===== src/rtl/stack_mem_arbiter_pkg.sv =====
// Shared types and constants for the two-port stack memory arbiter.
package arb_pkg;

  localparam int unsigned MEM_LAT_MAX = 4;
  localparam int unsigned CNT_W       = 2;

  typedef enum logic [1:0] {
    IDLE,
    ACCESS,
    WAIT,
    RESP
  } state_e;

  typedef enum logic {
    OWN_CPU,
    OWN_LDR
  } owner_e;

endpackage


===== src/rtl/stack_mem_arbiter_if.sv =====
// Request/grant ports of the CPU and loader plus the memory-side bus.
// The slave modport is the arbiter's view; master is the requesters/memory side.
interface stack_mem_arbiter_if #(
  parameter int unsigned ADDR_W = 5,
  parameter int unsigned DATA_W = 8
);

  logic              cpu_req;
  logic              cpu_we;
  logic [ADDR_W-1:0] cpu_addr;
  logic [DATA_W-1:0] cpu_wdata;
  logic              cpu_gnt;
  logic              cpu_rvalid;
  logic [DATA_W-1:0] cpu_rdata;

  logic              ldr_req;
  logic              ldr_we;
  logic [ADDR_W-1:0] ldr_addr;
  logic [DATA_W-1:0] ldr_wdata;
  logic              ldr_gnt;
  logic              ldr_rvalid;
  logic [DATA_W-1:0] ldr_rdata;

  logic              mem_en;
  logic              mem_we;
  logic [ADDR_W-1:0] mem_addr;
  logic [DATA_W-1:0] mem_wdata;
  logic [DATA_W-1:0] mem_rdata;

  modport slave (
    input  cpu_req, cpu_we, cpu_addr, cpu_wdata,
    input  ldr_req, ldr_we, ldr_addr, ldr_wdata,
    input  mem_rdata,
    output cpu_gnt, cpu_rvalid, cpu_rdata,
    output ldr_gnt, ldr_rvalid, ldr_rdata,
    output mem_en, mem_we, mem_addr, mem_wdata
  );

  modport master (
    output cpu_req, cpu_we, cpu_addr, cpu_wdata,
    output ldr_req, ldr_we, ldr_addr, ldr_wdata,
    output mem_rdata,
    input  cpu_gnt, cpu_rvalid, cpu_rdata,
    input  ldr_gnt, ldr_rvalid, ldr_rdata,
    input  mem_en, mem_we, mem_addr, mem_wdata
  );

endinterface


===== src/rtl/stack_mem_arbiter.sv =====
// Round-robin arbiter sharing one memory between the CPU datapath and the
// program loader; tracks read latency and returns registered read data.
module stack_mem_arbiter
  import arb_pkg::*;
#(
  parameter int unsigned ADDR_W  = 5,
  parameter int unsigned DATA_W  = 8,
  parameter int unsigned MEM_LAT = 1
) (
  input  logic                clk,
  input  logic                rst,
  stack_mem_arbiter_if.slave  bus,
  output logic                busy
);

  state_e            state_q;
  owner_e            last_q;
  owner_e            owner_q;
  owner_e            win_d;
  logic [CNT_W-1:0]  cnt_q;
  logic              cpu_gnt_q;
  logic              ldr_gnt_q;
  logic              cpu_rvalid_q;
  logic              ldr_rvalid_q;
  logic [DATA_W-1:0] cpu_rdata_q;
  logic [DATA_W-1:0] ldr_rdata_q;
  logic              mem_en_q;
  logic              mem_we_q;
  logic [ADDR_W-1:0] mem_addr_q;
  logic [DATA_W-1:0] mem_wdata_q;
  logic              busy_q;

  // On a tie the port that did not win last time gets the memory.
  always_comb begin
    win_d = OWN_CPU;
    if (bus.cpu_req && bus.ldr_req) begin
      win_d = (last_q == OWN_CPU) ? OWN_LDR : OWN_CPU;
    end else if (bus.ldr_req) begin
      win_d = OWN_LDR;
    end
  end

  // mem_addr_q/mem_wdata_q double as the latched payload; mem_we_q holds the
  // latched direction while in ACCESS and is cleared on leaving it.
  always_ff @(posedge clk or negedge rst) begin
    if (!rst) begin
      state_q      <= IDLE;
      last_q       <= OWN_LDR;
      owner_q      <= OWN_CPU;
      cnt_q        <= '0;
      cpu_gnt_q    <= 1'b0;
      ldr_gnt_q    <= 1'b0;
      cpu_rvalid_q <= 1'b0;
      ldr_rvalid_q <= 1'b0;
      cpu_rdata_q  <= '0;
      ldr_rdata_q  <= '0;
      mem_en_q     <= 1'b0;
      mem_we_q     <= 1'b0;
      mem_addr_q   <= '0;
      mem_wdata_q  <= '0;
      busy_q       <= 1'b0;
    end else begin
      cpu_gnt_q    <= 1'b0;
      ldr_gnt_q    <= 1'b0;
      cpu_rvalid_q <= 1'b0;
      ldr_rvalid_q <= 1'b0;
      mem_en_q     <= 1'b0;
      mem_we_q     <= 1'b0;
      case (state_q)
        IDLE: begin
          if (bus.cpu_req || bus.ldr_req) begin
            state_q     <= ACCESS;
            owner_q     <= win_d;
            last_q      <= win_d;
            cpu_gnt_q   <= (win_d == OWN_CPU);
            ldr_gnt_q   <= (win_d == OWN_LDR);
            mem_en_q    <= 1'b1;
            mem_we_q    <= (win_d == OWN_CPU) ? bus.cpu_we    : bus.ldr_we;
            mem_addr_q  <= (win_d == OWN_CPU) ? bus.cpu_addr  : bus.ldr_addr;
            mem_wdata_q <= (win_d == OWN_CPU) ? bus.cpu_wdata : bus.ldr_wdata;
            busy_q      <= 1'b1;
          end
        end
        ACCESS: begin
          if (mem_we_q) begin
            state_q <= IDLE;
            busy_q  <= 1'b0;
          end else begin
            cnt_q   <= CNT_W'(MEM_LAT - 1);
            state_q <= WAIT;
          end
        end
        WAIT: begin
          if (cnt_q == '0) begin
            if (owner_q == OWN_CPU) begin
              cpu_rdata_q  <= bus.mem_rdata;
              cpu_rvalid_q <= 1'b1;
            end else begin
              ldr_rdata_q  <= bus.mem_rdata;
              ldr_rvalid_q <= 1'b1;
            end
            state_q <= RESP;
          end else begin
            cnt_q <= cnt_q - 1'b1;
          end
        end
        RESP: begin
          state_q <= IDLE;
          busy_q  <= 1'b0;
        end
        default: begin
          state_q <= IDLE;
          busy_q  <= 1'b0;
        end
      endcase
    end
  end

  assign bus.cpu_gnt    = cpu_gnt_q;
  assign bus.ldr_gnt    = ldr_gnt_q;
  assign bus.cpu_rvalid = cpu_rvalid_q;
  assign bus.ldr_rvalid = ldr_rvalid_q;
  assign bus.cpu_rdata  = cpu_rdata_q;
  assign bus.ldr_rdata  = ldr_rdata_q;
  assign bus.mem_en     = mem_en_q;
  assign bus.mem_we     = mem_we_q;
  assign bus.mem_addr   = mem_addr_q;
  assign bus.mem_wdata  = mem_wdata_q;
  assign busy           = busy_q;

endmodule


===== src/flat_wrapper.sv =====
// flat-port wrapper written by rule: the top's interface ports become plain ports
module stack_mem_arbiter_flat import arb_pkg::*;
#(
  parameter int unsigned ADDR_W  = 5,
  parameter int unsigned DATA_W  = 8,
  parameter int unsigned MEM_LAT = 1
)
  (clk, rst, busy, bus_cpu_req, bus_cpu_we, bus_cpu_addr, bus_cpu_wdata, bus_ldr_req, bus_ldr_we, bus_ldr_addr, bus_ldr_wdata, bus_mem_rdata, bus_cpu_gnt, bus_cpu_rvalid, bus_cpu_rdata, bus_ldr_gnt, bus_ldr_rvalid, bus_ldr_rdata, bus_mem_en, bus_mem_we, bus_mem_addr, bus_mem_wdata);
  stack_mem_arbiter_if #(.ADDR_W(ADDR_W), .DATA_W(DATA_W)) bus_i ();
  input  logic clk;
  input  logic rst;
  output logic busy;
  input wire logic [$bits(bus_i.cpu_req)-1:0] bus_cpu_req;
  input wire logic [$bits(bus_i.cpu_we)-1:0] bus_cpu_we;
  input wire logic [$bits(bus_i.cpu_addr)-1:0] bus_cpu_addr;
  input wire logic [$bits(bus_i.cpu_wdata)-1:0] bus_cpu_wdata;
  input wire logic [$bits(bus_i.ldr_req)-1:0] bus_ldr_req;
  input wire logic [$bits(bus_i.ldr_we)-1:0] bus_ldr_we;
  input wire logic [$bits(bus_i.ldr_addr)-1:0] bus_ldr_addr;
  input wire logic [$bits(bus_i.ldr_wdata)-1:0] bus_ldr_wdata;
  input wire logic [$bits(bus_i.mem_rdata)-1:0] bus_mem_rdata;
  output wire logic [$bits(bus_i.cpu_gnt)-1:0] bus_cpu_gnt;
  output wire logic [$bits(bus_i.cpu_rvalid)-1:0] bus_cpu_rvalid;
  output wire logic [$bits(bus_i.cpu_rdata)-1:0] bus_cpu_rdata;
  output wire logic [$bits(bus_i.ldr_gnt)-1:0] bus_ldr_gnt;
  output wire logic [$bits(bus_i.ldr_rvalid)-1:0] bus_ldr_rvalid;
  output wire logic [$bits(bus_i.ldr_rdata)-1:0] bus_ldr_rdata;
  output wire logic [$bits(bus_i.mem_en)-1:0] bus_mem_en;
  output wire logic [$bits(bus_i.mem_we)-1:0] bus_mem_we;
  output wire logic [$bits(bus_i.mem_addr)-1:0] bus_mem_addr;
  output wire logic [$bits(bus_i.mem_wdata)-1:0] bus_mem_wdata;
  assign bus_i.cpu_req = bus_cpu_req;
  assign bus_i.cpu_we = bus_cpu_we;
  assign bus_i.cpu_addr = bus_cpu_addr;
  assign bus_i.cpu_wdata = bus_cpu_wdata;
  assign bus_i.ldr_req = bus_ldr_req;
  assign bus_i.ldr_we = bus_ldr_we;
  assign bus_i.ldr_addr = bus_ldr_addr;
  assign bus_i.ldr_wdata = bus_ldr_wdata;
  assign bus_i.mem_rdata = bus_mem_rdata;
  assign bus_cpu_gnt = bus_i.cpu_gnt;
  assign bus_cpu_rvalid = bus_i.cpu_rvalid;
  assign bus_cpu_rdata = bus_i.cpu_rdata;
  assign bus_ldr_gnt = bus_i.ldr_gnt;
  assign bus_ldr_rvalid = bus_i.ldr_rvalid;
  assign bus_ldr_rdata = bus_i.ldr_rdata;
  assign bus_mem_en = bus_i.mem_en;
  assign bus_mem_we = bus_i.mem_we;
  assign bus_mem_addr = bus_i.mem_addr;
  assign bus_mem_wdata = bus_i.mem_wdata;
  stack_mem_arbiter #(.ADDR_W(ADDR_W), .DATA_W(DATA_W), .MEM_LAT(MEM_LAT)) u_core (.clk(clk), .rst(rst), .bus(bus_i), .busy(busy));
endmodule

===== config.mk =====
export PLATFORM = sky130hd
export DESIGN_NAME = stack_mem_arbiter_flat
export DESIGN_NICKNAME = d
export VERILOG_FILES = /design/src/rtl/stack_mem_arbiter_pkg.sv /design/src/rtl/stack_mem_arbiter_if.sv /design/src/rtl/stack_mem_arbiter.sv /design/src/flat_wrapper.sv
export SDC_FILE = /design/constraint.sdc
export NUM_CORES = 1
export LEC_CHECK = 0
export CAP_MARGIN = 20
export CORE_ASPECT_RATIO = 1.1
export CORE_UTILIZATION = 47
export CTS_BUF_LIST = sky130_fd_sc_hd__clkbuf_4
export DETAILED_ROUTE_END_ITERATION = 12
export GPL_TIMING_DRIVEN = 1
export PLACE_DENSITY_LB_ADDON = 0.08
export SYNTH_ARGS = -nofsm -noshare
export SYNTH_HDL_FRONTEND = slang
export SYNTH_SLANG_ARGS = --single-unit

===== constraint.sdc =====
create_clock -name clk -period 2.8 [get_ports clk]
set_clock_uncertainty 0.05 [all_clocks]
set_input_delay 0.28 -clock clk [delete_from_list [all_inputs] [get_ports clk]]
set_output_delay 0.28 -clock clk [all_outputs]
set_load 0.005 [all_outputs]

==> impl_metrics.yaml <==
outcome:
  status: "finished, final reports clean"
clocking:
  cts_buffers: 5
  cts_tree: "built"
  insertion_delay_ns: 0.33
  clock-root-buffer: "clkbuf_4"
  cts.sinks: 42
  clockBufferDepth: 2
  h-tree-depth: 2
  cts_resized: 0
  clkTransAtPathRegs_ns: 0.11
  post-cts-setup-buffer-count: 0
  hold_buffers: 0
critical_path:
  cp_max_fo: 12
  crit_slowest_cell: "nor3b_1"
  critPathCaptureType: "flop"
  cpLargestDelayFamily: "simple AND/OR/NAND/NOR gates"
  worstPathCellList: "inv_1 -> ha_1 -> nor3b_1 -> nand3b_1 -> mux2_2"
  worstRegToRegCells: 5
  timing.rr.start: "u_core.state_q[0]"
  reg2reg_slack_ns: 0.61
  crit_type: "flop to flop"
  cp-start-kind: "flop"
  critPathMaxStageDelay_ns: 0.49
  worst-path-buf-inv: 1
  critPathArrivalTime_ns: 2.37
  required_ns: 2.98
layout:
  seqCellArea_um2: 1052
  multi_input_area_um2: 705.7
  num-nets-final: 269
  drive_above_1_share: 0.1480
  num-fill-cells: 289
  final_area_um2: 2675
  antennaDiodeCount: 0
  syn_to_final_growth_pct: 47.86
logic_synthesis:
  yosys-top-cells-count: "41 x dfrtp_1, 17 x mux2_2, 16 x a21oi_1"
  yosysWarnings: 0
  synth_edf_count: 0
  yosys.area.top_type: "dfrtp_1"
  syn_area_um2: 1809
  yosysMostFrequentCell: "dfrtp_1"
  synthTopCellsByArea: "dfrtp_1 57%, mux2_2 11%, ha_1 4.8%"
  synth_fp_nets: 191
  synth_flop_cell: "dfrtp_1"
  yosysTopAreaCellShare: 0.5671
  async_flop_share: 1.000
  yosysSeqAreaShare: 0.5816
  ys_ff_latch: 42
  synth_cell_type_count: 31
  synth_area_per_cell_um2: 12.56
  synthCells: 144
sta:
  hold_viol: 0
  setup_viol: 0
  final.setup.tns_ns: 0
  holdWs_ns: 0.005265
  slew_headroom: 0.4025
  fin_crit_ns: 2.192
  period_share: 0.7829
  tightest_slew_ns: 0.8962
  rsz0062_at_grt: "false"
  drv_slew: 0
  fmax_mhz: 456.2
global_route:
  grt_pass1_vias: 1421
  grtUsageTotal: 0.2152
  grt_pass1_wl_mm: 6.354
  grt-ovfl-total: 0
  grt_max_degree: 43
  antenna_found_initial: 0
detailed_routing:
  postRouteAntennaNets: 0
  drt-vias-per-instance: 5.212
  num_vias: 1423
  drt_pass1_iterations: 4
  drtIter0Drc: 35
  drt-total-wl_mm: 4.088
  post_drt_wl_per_cell_um: 14.97
  drc: 0
die:
  dieArea_um2: 4102
  die-height_um: 67.07
  coreArea_um2: 3655
  start_util: 0.4950
  num_rows: 23
  die_w_um: 61.16
  ios: 76
pwr:
  power.density_nw_per_um2: 1006
  peakVddDrop_v: 0.0005378
  finalPower_mw: 2.690
  p_leak_nw: 1.182
place:
  gp_congestion: 0.7192
  postPlaceCellArea_um2: 2592
  port_buffers: 75
  dp_hpwl_mm: 3.103
hold_path:
  hold_class: "input port to asynchronous set/reset pin"
run:
  maxCapViolations: 0
[routing by layer]
layer / wire length, um / part of all wire / global-route usage / vias to the layer above
met4: 47 / 0.011 / 0.07670 / 0
met3: 218 / 0.053 / 0.04272 / 5
met5: 0 / 0 / 0 / -
met1: 1525 / 0.37 / 0.2319 / 685
li1: - / - / - / 670
met2: 2297 / 0.56 / 0.4022 / 63
[placed cells by master (no fill, tap or decap), types with 2 or more instances in the layout]
master / instances
mux2_2: 17
nor2_1: 7
nand2b_1: 3
a21bo_2: 2
nand2_1: 10
ha_1: 7
and3_1: 6
clkbuf_4: 7
dfrtp_1: 41
and2_1: 2
a21oi_1: 16
o31ai_1: 2
inv_1: 6
clkdlybuf4s50_1: 74
a221o_1: 6
[layout make-up]
type,count,share of cell area
sequential,42,0.3934
timing repair buffer,75,0.2788
multi-input combinational,91,0.2638
tap,50,0.02339
clock buffer,7,0.01964
clock inverter,1,0.01123
inverter,7,0.009822
[registers in the layout, indices dropped and copies added, names as in the netlist, named ones only]
name	cells
u_core.owner_q	1
u_core.bus.cpu_rdata	8
u_core.bus.mem_addr	5
u_core.bus.cpu_gnt	1
u_core.bus.cpu_rvalid	1
u_core.last_q	1
u_core.bus.ldr_rvalid	1
u_core.bus.ldr_rdata	8
u_core.bus.mem_we	1
u_core.busy	1
u_core.cnt_q	2
u_core.bus.mem_en	1
u_core.bus.mem_wdata	8
u_core.state_q	1
u_core.bus.ldr_gnt	1
[worst register-to-register path, stage by stage (launching register included)]
cell and delay (ns):
dfrtp_1 0.43, inv_1 0.16, ha_1 0.43, nor3b_1 0.49, nand3b_1 0.19, mux2_2 0.34
[where the power goes]
| group | switching [mW] | internal (mW) | total, mW |
|---|---|---|---|
| Clock | 0.177 | 0.209 | 0.386 |
| Combinational | 0.478 | 0.778 | 1.26 |
| Sequential | 0.159 | 0.890 | 1.05 |
[worst max path at each step]
stage / from / to / slack [ns] / depth (start not counted)
2_1_floorplan: u_core.state_q[0] / flop / 1.04 / 5
3_3_place_gp: u_core.state_q[0] / flop / 0.78 / 5
3_5_place_dp: u_core.state_q[0] / flop / 0.66 / 5
4_1_cts: u_core.state_q[0] / flop / 0.62 / 5
5_1_grt: u_core.state_q[0] / flop / 0.41 / 5
6_report: u_core.state_q[0] / flop / 0.61 / 5
[metrics by stage]
stage	setup slack [ns]	util	std cells
after floorplan	1.042	-	144
after global placement	0.7844	0.7093	265
after detailed placement	0.6639	0.7093	265
after CTS	0.6198	0.7319	273
after global routing	0.4104	0.7319	273
final	0.6079	0.7319	273
[kinds of logic after synthesis]
| logic type | count (synthesis) | share of synthesized area |
|---|---|---|
| fa+ha+maj | 7 | 0.04841 |
| simple gates | 33 | 0.09406 |
| mux | 17 | 0.1058 |
| compound gates | 34 | 0.1418 |
| flops | 42 | 0.5816 |
| buf+inv | 11 | 0.02835 |
No activity file was read; power rests on OpenSTA's default activity.
